File: src/rtl/led_pattern_gen_if.sv
// led_pattern_gen_if: control inputs and LED pattern outputs of led_pattern_gen
interface led_pattern_gen_if #(
  parameter int NUM_CH = 8,
  parameter int BAR_W  = 8,
  parameter int DIV_W  = 4
);
  localparam int PW = NUM_CH > 1 ? $clog2(NUM_CH) : 1;
  logic                    enable;
  logic                    clear;
  logic [1:0]              mode;
  logic [DIV_W-1:0]        step_div;
  logic                    led_clk;
  logic [PW-1:0]           pos;
  logic                    started;
  logic [NUM_CH*BAR_W-1:0] leds;
  modport master (output enable, clear, mode, step_div, input led_clk, pos, started, leds);
  modport slave  (input enable, clear, mode, step_div, output led_clk, pos, started, leds);
endinterface

File: src/rtl/led_pattern_gen.sv
// led_pattern_gen: comet-style LED bar pattern generator with led_clk strobe; define LED_PATTERN_FADE_EN for the fading tail
module led_pattern_gen #(
  parameter int NUM_CH      = 8,
  parameter int BAR_W       = 8,
  parameter int LED_CLK_DIV = 28,
  parameter int DIV_W       = 4
)(
  input logic              clk,
  input logic              nreset,
  led_pattern_gen_if.slave bus
);
  localparam int PW = NUM_CH > 1 ? $clog2(NUM_CH) : 1;
  localparam int CW = $clog2(LED_CLK_DIV);
  localparam logic [PW-1:0] PMAX = PW'(NUM_CH - 1);
  localparam logic [PW-1:0] PONE = PW'(1);
  localparam logic [CW-1:0] LMAX = CW'(LED_CLK_DIV - 1);
  typedef enum logic [1:0] {BOUNCE, SWEEP_UP, SWEEP_DN, HOLD} mode_t;
  logic [CW-1:0]           r_lcnt;
  logic                    r_led_clk;
  logic [DIV_W-1:0]        r_scnt;
  logic [PW-1:0]           r_pos;
  logic [PW-1:0]           w_np;
  logic                    r_up;
  logic                    w_up;
  logic                    r_started;
  logic [NUM_CH*BAR_W-1:0] r_leds;
  logic [NUM_CH*BAR_W-1:0] w_leds;
  logic                    w_tick;
  mode_t                   w_mode;
  assign w_mode = mode_t'(bus.mode);
  assign w_tick = bus.enable && r_scnt >= bus.step_div;
  function automatic logic [BAR_W-1:0] seg(int i, int p);
`ifdef LED_PATTERN_FADE_EN
    int d;
    d = i > p ? i - p : p - i;
    return d < BAR_W ? {BAR_W{1'b1}} >> d : '0;
`else
    return i == p ? '1 : '0;
`endif
  endfunction
  // next peak position and direction for the coming tick
  always_comb begin
    w_np = r_pos;
    w_up = r_up;
    if (!r_started) w_np = w_mode == SWEEP_DN ? PMAX : '0;
    else if (NUM_CH > 1) case (w_mode)
      BOUNCE: begin
        w_up = r_up ? r_pos != PMAX : r_pos == '0;
        w_np = w_up ? r_pos + PONE : r_pos - PONE;
      end
      SWEEP_UP: begin
        w_np = r_pos == PMAX ? '0 : r_pos + PONE;
        w_up = 1'b1;
      end
      SWEEP_DN: begin
        w_np = r_pos == '0 ? PMAX : r_pos - PONE;
        w_up = 1'b0;
      end
      default: ;
    endcase
  end
  // bar image for the next peak position
  always_comb begin
    w_leds = '0;
    for (int i = 0; i < NUM_CH; i++) w_leds[i*BAR_W +: BAR_W] = seg(i, int'(w_np));
  end
  // free-running led_clk divider, untouched by clear/enable
  always_ff @(posedge clk) begin
    if (!nreset) begin
      r_lcnt    <= '0;
      r_led_clk <= 1'b0;
    end else begin
      r_led_clk <= r_lcnt == LMAX;
      r_lcnt    <= r_lcnt == LMAX ? '0 : r_lcnt + CW'(1);
    end
  end
  // step prescaler and pattern state; clear wins over a tick
  always_ff @(posedge clk) begin
    if (!nreset || bus.clear) begin
      r_scnt    <= '0;
      r_pos     <= '0;
      r_up      <= 1'b1;
      r_started <= 1'b0;
      r_leds    <= '0;
    end else begin
      if (bus.enable) r_scnt <= w_tick ? '0 : r_scnt + DIV_W'(1);
      if (w_tick) begin
        r_pos     <= w_np;
        r_up      <= w_up;
        r_started <= 1'b1;
        r_leds    <= w_leds;
      end
    end
  end
  assign bus.led_clk = r_led_clk;
  assign bus.pos     = r_pos;
  assign bus.started = r_started;
  assign bus.leds    = r_leds;
endmodule

File: src/flat_wrapper.sv
// flat-port wrapper written by rule: the top's interface ports become plain ports
module led_pattern_gen_flat 
#(
  parameter int NUM_CH      = 8,
  parameter int BAR_W       = 8,
  parameter int LED_CLK_DIV = 28,
  parameter int DIV_W       = 4
)
  (clk, nreset, bus_enable, bus_clear, bus_mode, bus_step_div, bus_led_clk, bus_pos, bus_started, bus_leds);
  led_pattern_gen_if #(.NUM_CH(NUM_CH), .BAR_W(BAR_W), .DIV_W(DIV_W)) bus_i ();
  input logic clk;
  input logic nreset;
  input wire logic [$bits(bus_i.enable)-1:0] bus_enable;
  input wire logic [$bits(bus_i.clear)-1:0] bus_clear;
  input wire logic [$bits(bus_i.mode)-1:0] bus_mode;
  input wire logic [$bits(bus_i.step_div)-1:0] bus_step_div;
  output wire logic [$bits(bus_i.led_clk)-1:0] bus_led_clk;
  output wire logic [$bits(bus_i.pos)-1:0] bus_pos;
  output wire logic [$bits(bus_i.started)-1:0] bus_started;
  output wire logic [$bits(bus_i.leds)-1:0] bus_leds;
  assign bus_i.enable = bus_enable;
  assign bus_i.clear = bus_clear;
  assign bus_i.mode = bus_mode;
  assign bus_i.step_div = bus_step_div;
  assign bus_led_clk = bus_i.led_clk;
  assign bus_pos = bus_i.pos;
  assign bus_started = bus_i.started;
  assign bus_leds = bus_i.leds;
  led_pattern_gen #(.NUM_CH(NUM_CH), .BAR_W(BAR_W), .LED_CLK_DIV(LED_CLK_DIV), .DIV_W(DIV_W)) u_core (.clk(clk), .nreset(nreset), .bus(bus_i));
endmodule
File: config.mk
export PLATFORM = sky130hd
export DESIGN_NAME = led_pattern_gen_flat
export DESIGN_NICKNAME = d
export VERILOG_FILES = /design/src/rtl/led_pattern_gen_if.sv /design/src/rtl/led_pattern_gen.sv /design/src/flat_wrapper.sv
export SDC_FILE = /design/constraint.sdc
export NUM_CORES = 1
export LEC_CHECK = 0
export BUFFER_PORTS_ARGS = -buffer_cell sky130_fd_sc_hd__buf_2
export CORE_ASPECT_RATIO = 0.9
export CORE_MARGIN = 5
export CORE_UTILIZATION = 40
export DETAILED_ROUTE_END_ITERATION = 6
export HOLD_SLACK_MARGIN = 0.1
export PLACE_DENSITY_LB_ADDON = 0.15
export SLEW_MARGIN = 20
export SYNTH_ARGS = -nofsm -noshare
export SYNTH_HDL_FRONTEND = slang
export SYNTH_SLANG_ARGS = --single-unit
File: constraint.sdc
create_clock -name clk -period 3.3 [get_ports clk]
set_clock_uncertainty 0.1 [all_clocks]
set_input_delay 0.33 -clock clk [delete_from_list [all_inputs] [get_ports clk]]
set_output_delay 0.33 -clock clk [all_outputs]
set_load 0.02 [all_outputs]
## Word level (Yosys, flattened, before mapping)

Cells that the tools add are included.

- Muxes and demuxes: 17
- Equality and inequality tests: 12
- Add/sub/neg operators: 4
- Bitwise logic cells: 1
- Order comparisons: 1
- Reduce and logical (&&, ||, !) cells: 9

Operators with widths:

| operator | number |
|---|---|
| 2-to-1 mux 8 bit | 8 |
| 2-to-1 mux 3 bit | 5 |
| == test 3 bit (first input constant) | 4 |
| one-hot mux 3 bit (3 select lines) | 1 |
| == test 2 x 3 -> 1 bit (first input constant) | 2 |
| zero test 3 bit | 2 |
| adder 5 x 1 -> 5 bit (second input constant) | 1 |
| == test 5 bit (second input constant) | 1 |
| adder 4 x 1 -> 4 bit (second input constant) | 1 |
| >= comparator 4 bit | 1 |
| 2-to-1 mux 4 bit | 1 |
| adder 3 x 1 -> 3 bit (second input constant) | 1 |
| == test 1 x 3 -> 1 bit (first input constant) | 1 |
| == test 3 bit (second input constant) | 1 |
| inequality test 3 bit (second input constant) | 1 |
| one-hot mux 1 bit (3 select lines) | 1 |
| AND reduction 3 bit | 1 |
| nonzero test 3 bit | 1 |
| subtractor 3 x 1 -> 3 bit (second input constant) | 1 |
| == test 2 x 1 -> 1 bit (second input constant) | 1 |
| == test 2 bit (second input constant) | 1 |
| zero test 2 bit | 1 |
| OR reduction 2 bit | 1 |
| logical AND 1 bit | 1 |
| other kinds (4) | 4 |

- Logic and storage cells: 51
- Register bits after elaboration: 79
- Output and inout port bits: 69

## Longest topological paths before layout

Gate-level depths: netlist (run 1).

- Word-level depth: 7
- Depth in mapped cells: 9
- Gate-level depth less buffers: 8

## Worst setup path before layout (run 1)

OpenSTA, ideal clock, no wires.

- Kind: register to register
- From: reg u_core.r_pos[0] (netlist: u_core.bus.pos[0])
- To: reg u_core.r_leds[39] (netlist: u_core.bus.leds[39])
- Setup time: 0.117 ns
- Clock period less this slack: 2.023 ns
- Path slack: 1.277 ns
- Arrival: 1.806 ns
- Stages on the path, launching flop included: 7
- Path through: dfxtp_1 ha_1 ha_1 o31a_1 a31oi_1 o21ai_0 a32o_2

- Word-level cells in the longest chain between the ends: 7

Ends and longest elaborated chain:

| item | line | source |
|---|---|---|
| start: declaration | led_pattern_gen.sv:21 | `logic [PW-1:0] r_pos;` |
| start signal: assignment | led_pattern_gen.sv:88 | `r_pos <= w_np;` |
| branches (longest 3 deep; another with subtractor 3 x 1 -> 3 bit) | -- |  |
| one-hot mux 3 bit (3 select lines) * | led_pattern_gen.sv:46 | `else if (NUM_CH > 1) case (w_mode)` |
| 2-to-1 mux 3 bit * | led_pattern_gen.sv:45 | `if (!r_started) w_np = w_mode == SWEEP_DN ? PMAX : '0;` |
| == test 3 bit * | led_pattern_gen.sv:38 | `return i == p ? '1 : '0;` |
| 2-to-1 mux 8 bit * | led_pattern_gen.sv:38 |  |
| end signal: assignment | led_pattern_gen.sv:91 | `r_leds <= w_leds;` |
| end: declaration | led_pattern_gen.sv:26 | `logic [NUM_CH*BAR_W-1:0] r_leds;` |

Mark *: on every way between the ends.
A chain may end at the register's enable or synchronous reset.

## Worst setup path in the final report (run 1)

- From: reg u_core.r_pos[2] (netlist: u_core.bus.pos[2])
- To: reg u_core.r_leds[47] (netlist: u_core.bus.leds[47])

The elaborated chain is that of the path after synthesis.

==> results by group, run 1 <==
Outcome
  – Status: completed

Logic synthesis
  – Most used standard cell by instance count after synthesis: buf_4
  – Syn Nets: 228
  – Post-synthesis sequential element count: 23
  – Combined area of all synthesized cells: 1770 sq um
  – Top_reg_cell synth: dfxtp_1
  – Synth Warn #: 0
  – Sequential-to-total area share from yosys stat: 0.261
  – Fraction of synthesis flops using an asynchronous set or reset pin: 0
  – Synth cell types: 40
  – Commonest cells post-synth: 57 x buf_4, 23 x dfxtp_1, 17 x nor2_1
  – Synthesized instance count: 204
  – Cell accounting for the most synthesized area: dfxtp_1
  – Syn avg cell area: 8.65 sq um
  – Share of Yosys cell area claimed by the top area cell type: 0.261
  – EDFF count, synth: 0
  – Main area contributors after synthesis: dfxtp_1 26%, buf_4 24%, ha_1 9.9%

Cells and area
  – Layout cell share with drive strength beyond 1: 0.430
  – Sequential cell area in the final layout: 460 sq um
  – Non-filler instance count after layout: 290
  – Count of nets after finishing: 253
  – Fill cell total of the finished layout: 479
  – Area of the multi-input gates: 816 sq um
  – Antenna Cells: 0
  – Area growth syn-to-layout: 4.39%

Timing
  – Final count of hold timing violations: 0
  – Final cycle utilization of the critical path: 0.656
  – Transition at the pin with the smallest max-transition slack: 730 ps
  – Final Hold Slack: 239 ps
  – Setup violations, final: 0
  – Unrepaired setup endpoints after global routing: false
  – Setup WS post-layout: between 1000 and 1500 ps
  – Max-slew headroom at the worst pin: 0.509
  – Minimum period implied by the final worst setup slack: 2170 ps
  – Pins over their slew limit: 0
  – Aggregate negative setup slack: 0 ps
  – Achievable Freq: 462 MHz

Global routing
  – Number of global-route vias before repair: 1,088
  – Wire length of the first global-routing pass: around 5100 um
  – Overall Global Routing Usage: 0.109
  – Antenna violations before repair: 0
  – Total grt overflow: 0
  – Maximum number of pins on one net before global-route repair: 14

Floorplan
  – # IOs: 79
  – Starting utilization of the core area: 0.404
  – Area of the core: 4370 sq um
  – Vertical die dimension: 73.0 um
  – Area of the die: 5840 sq um
  – Row count: 23
  – Die X: 80.0 um

CTS
  – TritonCTS sink count: 23
  – Max H-tree Level: 1
  – Cts bufs inserted: 3
  – Buffer count from post-CTS setup fixing: 0
  – Number of cells upsized or downsized after cts: 0
  – Buffer type at the clock tree root: clkbuf_8
  – CTS tree: yes
  – Clock latency reported for the late side of the worst-skew pair: 260 ps
  – Hold_buf cts: 0
  – Maximum count of clock buffers along a single path: 2
  – Reg clk slew, reported paths: 90 ps

Setup path
  – Crit Path Category: reg2reg
  – Worst Setup SP: u_core.bus.pos[2]
  – Kind of end point of the critical path: flip-flop
  – Launch point of the worst reg-to-reg path: u_core.bus.pos[2]
  – Arrival time of data at the critical path endpoint: 2270 ps
  – R2r setup slk: 1130 ps
  – Worst path required time: roughly 3400 ps
  – CP max FO: 11
  – Type of element launching the critical path: flip-flop

Routing
  – Starting DRC count in detailed routing: 60
  – Number of iterations in the first detailed-routing pass: 4
  – Via/cell ratio: 4.61
  – Total vias in the final route: 1,336
  – Wirelength per Cell: 11.8 um
  – Number of remaining DRC errors: 0
  – Antenna Nets Post-Route: 0
  – Overall routed net length: 3420 um

Power
  – Pleak: 0.00102 uW
  – Peak ir drop on the vdd network: 0.000200 V
  – Total power density per cell area: 288 nW/um^2

Worst hold path
  – Class of the worst hold path: in2reg
  – Start point of the worst min-delay path: nreset

Flow run
  – Max-cap viol count: 0

Placement
  – Placed wire-length estimate after detailed placement: 2760 um
  – Count of buffers inserted at the top-level ports: about 80
  – Gp weighted congestion: 0.713
  – Post-placement setup slack: 1140 ps
  – Post-Place Cells: 286
[metal layers]
layer	share of wire	vias up	routed length, um	GRT usage
li1	-	688	-	-
met1	0.46	600	1570	0.146
met2	0.45	44	1530	0.174
met3	0.083	4	282	0.0296
met4	0.0094	0	32	0.0281
met5	0	-	0	0
[worst paths after layout]
| kind | endpoint | cells past startpoint |
|---|---|---|
| setup reg to reg | u_core.bus.leds[47] | 7 |
| setup / recovery | u_core.bus.leds[47] | 7 |
| hold / removal | u_core.r_lcnt[1] | 2 |
| hold reg to reg | u_core.r_lcnt[0] | 1 |
[through the flow]
step / util / power (uW) / area, sq um
detailed placement: 0.411 / 359 / 1800
global route: 0.421 / 564 / 1840
global placement: 0.411 / 360 / 1800
floorplan: - / 341 / 1770
finish: 0.421 / 532 / 1840
CTS: 0.421 / 541 / 1840
[flip-flops by register name, summed over array words and instances, names as in the netlist]
name                count
u_core.bus.pos          3
u_core.bus.leds         8
u_core.r_lcnt           5
u_core.r_scnt           4
u_core.bus.led_clk      1
u_core.r_up             1
u_core.bus.started      1
[power by group]
part           internal [uW]  switching [uW]
combinational           27.4            38.0
clock                   84.4            95.0
sequential               282            4.97
[cells by family after synthesis]
family	share of synthesized area
buffers and inverters	0.277
AND/OR/NAND/NOR	0.155
AO/OA/AOI/OAI	0.155
flip-flops	0.261
adder cells (fa/ha/maj)	0.0992
XOR/XNOR	0.0298
multiplexers	0.0227
[final cells by class]
type,count,share of cell area
clock buffers,3,0.0224
well taps,62,0.0421
multi-input cells,110,0.443
inverters,12,0.0244
clock inverters,1,0.00272
repair buffers,79,0.216
flip-flops and latches,23,0.250
[worst max-delay path: stages (launching register included)]
cell,delay (ps)
dfxtp_1,580
ha_1,240
nand2b_1,180
o21ai_2,90
xnor2_1,170
a41oi_2,370
nand4_1,210
o21ai_1,170
[cell usage in the layout, fill, tap and decap left out, drive strengths merged, types with 2 or more instances in the layout]
master	Yosys	routed
a21oi	5	5
a31oi	4	4
a32o	6	6
buf	59	79
clkbuf	0	3
dfxtp	23	23
ha	14	14
inv	12	12
mux2i	4	4
nand2	13	13
nand2b	7	7
nand3	3	3
nand4	2	2
nand4b	2	2
nor2	19	19
o21a	2	2
o21ai	10	10
xnor2	3	3
xor2	3	3
Power figures use the tool's default switching activity.
==> inputs of run 2 (changes only) <==
clock period = 1.9 ns   (was 3.3 ns; I/O delays follow)
==> results by group, run 2 (synthesized netlist as in run 1, its figures left out) <==
Outcome
  – Status: complete, but fails checks (was completed)
  – Violations in the final reports: setup timing

Floorplan
  – Row count: 23 (unchanged)
  – Area of the die: 5840 sq um (unchanged)
  – Area of the core: 4370 sq um (unchanged)
  – # IOs: 79 (unchanged)
  – Die X: 80.0 um (unchanged)
  – Vertical die dimension: 73.0 um (unchanged)
  – Starting utilization of the core area: 0.404 (unchanged)

Timing
  – Transition at the pin with the smallest max-transition slack: 433 ps (was 730 ps)
  – Unrepaired setup endpoints after global routing: true (was false)
  – Aggregate negative setup slack: -36.5 ps (was 0 ps)
  – Setup WS post-layout: -18.0 ps (was 1130 ps)
  – Final Hold Slack: 131 ps (was 239 ps)
  – Achievable Freq: 521 MHz (was 462 MHz)
  – Pins over their slew limit: 0 (unchanged)
  – Setup violations, final: 3 (was 0)
  – Minimum period implied by the final worst setup slack: 1920 ps (was 2170 ps)
  – Final count of hold timing violations: 0 (unchanged)
  – Max-slew headroom at the worst pin: 0.708 (was 0.509)
  – Final cycle utilization of the critical path: 1.01 (was 0.656)

Global routing
  – Maximum number of pins on one net before global-route repair: 14 (unchanged)
  – Number of global-route vias before repair: 1,221 (was 1,088)
  – Antenna violations before repair: 0 (unchanged)
  – Wire length of the first global-routing pass: 5760 um (was 5100 um)
  – Overall Global Routing Usage: 0.124 (was 0.109)
  – Total grt overflow: 0 (unchanged)

Routing
  – Wirelength per Cell: 12.4 um (was 11.8 um)
  – Starting DRC count in detailed routing: 42 (was 60)
  – Antenna Nets Post-Route: 0 (unchanged)
  – Overall routed net length: 3870 um (was 3420 um)
  – Via/cell ratio: 4.59 (was 4.61)
  – Number of iterations in the first detailed-routing pass: 4 (unchanged)
  – Number of remaining DRC errors: 0 (unchanged)
  – Total vias in the final route: 1,426 (was 1,336)

CTS
  – TritonCTS sink count: 23 (unchanged)
  – Cts bufs inserted: 3 (unchanged)
  – CTS tree: yes (unchanged)
  – Clock latency reported for the late side of the worst-skew pair: 270 ps (was 260 ps)
  – Buffer type at the clock tree root: clkbuf_8 (unchanged)
  – Max H-tree Level: 1 (unchanged)
  – Reg clk slew, reported paths: 80 ps (was 90 ps)
  – Maximum count of clock buffers along a single path: 2 (unchanged)

Power
  – Pleak: 0.00116 uW (was 0.00102 uW)
  – Total power density per cell area: 438 nW/um^2 (was 288 nW/um^2)
  – Final total power: 955 uW (was 532 uW)
  – Peak ir drop on the vdd network: 0.000374 V (was 0.000200 V)

Flow run
  – Max-cap viol count: 0 (unchanged)

Cells and area
  – Area growth syn-to-layout: 23.5% (was 4.39%)
  – Most used cells in the layout excluding fill and tap cells: 79 x buf_2, 19 x buf_4, 19 x dfxtp_1 (was 78 x buf_2, 23 x dfxtp_1, 17 x nor2_1)
  – Leading cell type in the layout, fill and taps excluded: buf_2 (unchanged)
  – Flip-flop count of the largest register after layout: 8 (unchanged)
  – Count of nets after finishing: 274 (was 253)
  – Antenna Cells: 0 (unchanged)
  – Non-filler instance count after layout: 311 (was 290)
  – Layout cell share with drive strength beyond 1: 0.574 (was 0.430)

Setup path
  – Kind of end point of the critical path: flip-flop (unchanged)
  – Crit Path Category: reg2reg (unchanged)
  – CP max FO: 4 (was 11)
  – Worst path required time: 1960 ps (was 3400 ps)
  – Type of element launching the critical path: flip-flop (unchanged)
  – Worst path slowest cell: dfxtp_4 (was dfxtp_1)
  – Arrival time of data at the critical path endpoint: 1980 ps (was 2270 ps)
  – Crit-path max cell delay: 370 ps (was 580 ps)
  – CP cell instances: ha_4 -> ha_4 -> nor2b_1 -> mux2i_2 -> a21oi_2 -> a41oi_2 -> buf_4 -> a32o_2 (was ha_1 -> nand2b_1 -> o21ai_2 -> xnor2_1 -> a41oi_2 -> nand4_1 -> o21ai_1)
  – Crit path top cell by count: ha_4

Placement
  – Count of buffers inserted at the top-level ports: 78 (unchanged)
  – Gp weighted congestion: 0.793 (was 0.713)
  – Post-Place Cells: 302 (was 286)
  – Placed wire-length estimate after detailed placement: 2840 um (was 2760 um)

Worst hold path
  – Class of the worst hold path: in2reg (unchanged)
[run 2: cell count changes in the layout (fill, tap and decap cells not counted), sizes merged]
cell         delta
buf            +20
dlygate4sd3     +1
[run 2: power by group]
| group | leakage, uW | total (uW) | switching [uW] | internal [uW] |
|---|---|---|---|---|
| registers | 0.000189 | 494 | 6.59 | 487 |
| clock network | 0.0000255 | 300 | 154 | 146 |
| logic | 0.000941 | 161 | 83.6 | 77.5 |
| total | 0.00116 | 955 | 244 | 711 |
[run 2: per-layer routing]
layer / routed length [um] / part of all wire / track usage
met5: 0 / 0 / 0
met4: 31 / 0.0080 / 0.0281
met3: 287 / 0.074 / 0.0222
met2: 1810 / 0.47 / 0.207
met1: 1740 / 0.45 / 0.166
[run 2: stage by stage]
stage | utilization | worst slack, ps | area (sq um)
global placement | 0.439 | -69.3 | 1920
CTS | 0.487 | -3.06 | 2130
global route | 0.499 | -89.2 | 2180
detailed placement | 0.439 | -95.2 | 1920
finish | 0.499 | -18.0 | 2180
floorplan | - | 5.91 | 1770
[run 2: repair_timing]
action	4_1_cts	5_1_grt
cloned	0	1
setup endpoints to repair	11	10
hold buffers	1	0
setup buffers	2	2
resized for setup	24	10
pin swaps	9	8
hold endpoints to repair	2	0
[run 2: worst max-delay path: cells and delay by family (launching register included)]
family	cells	cell delay (ps)
DFF	1	370
muxes	1	140
AOI/OAI and AO/OA	3	480
adders and majority gates	2	310
and+or+nand+nor	1	230
buffers and inverters	1	180
[run 2: area by class of cell]
| type | count | area [sq um] |
|---|---|---|
| clock buffers | 3 | 41.3 |
| fillers | 443 | 2190 |
| repair buffers | 100 | 559 |
| flip-flops and latches | 23 | 470 |
| clock inverters | 1 | 5.00 |
| well taps | 62 | 77.6 |
| multi-input cells | 110 | 982 |
| inverters | 12 | 45.0 |
[run 2: path summary, 6_finish.rpt]
| check | from | to | slack (ps) | cells past startpoint |
|---|---|---|---|---|
| worst min register to register | u_core.r_lcnt[0] | u_core.r_lcnt[0] | 350 | 1 |
| worst max register to register | u_core.bus.pos[0] | u_core.bus.leds[7] | -20 | 8 |
| worst max-delay path | u_core.bus.pos[0] | u_core.bus.leds[7] | -20 | 8 |
| worst min-delay path | bus_enable | u_core.r_scnt[0] | 130 | 3 |
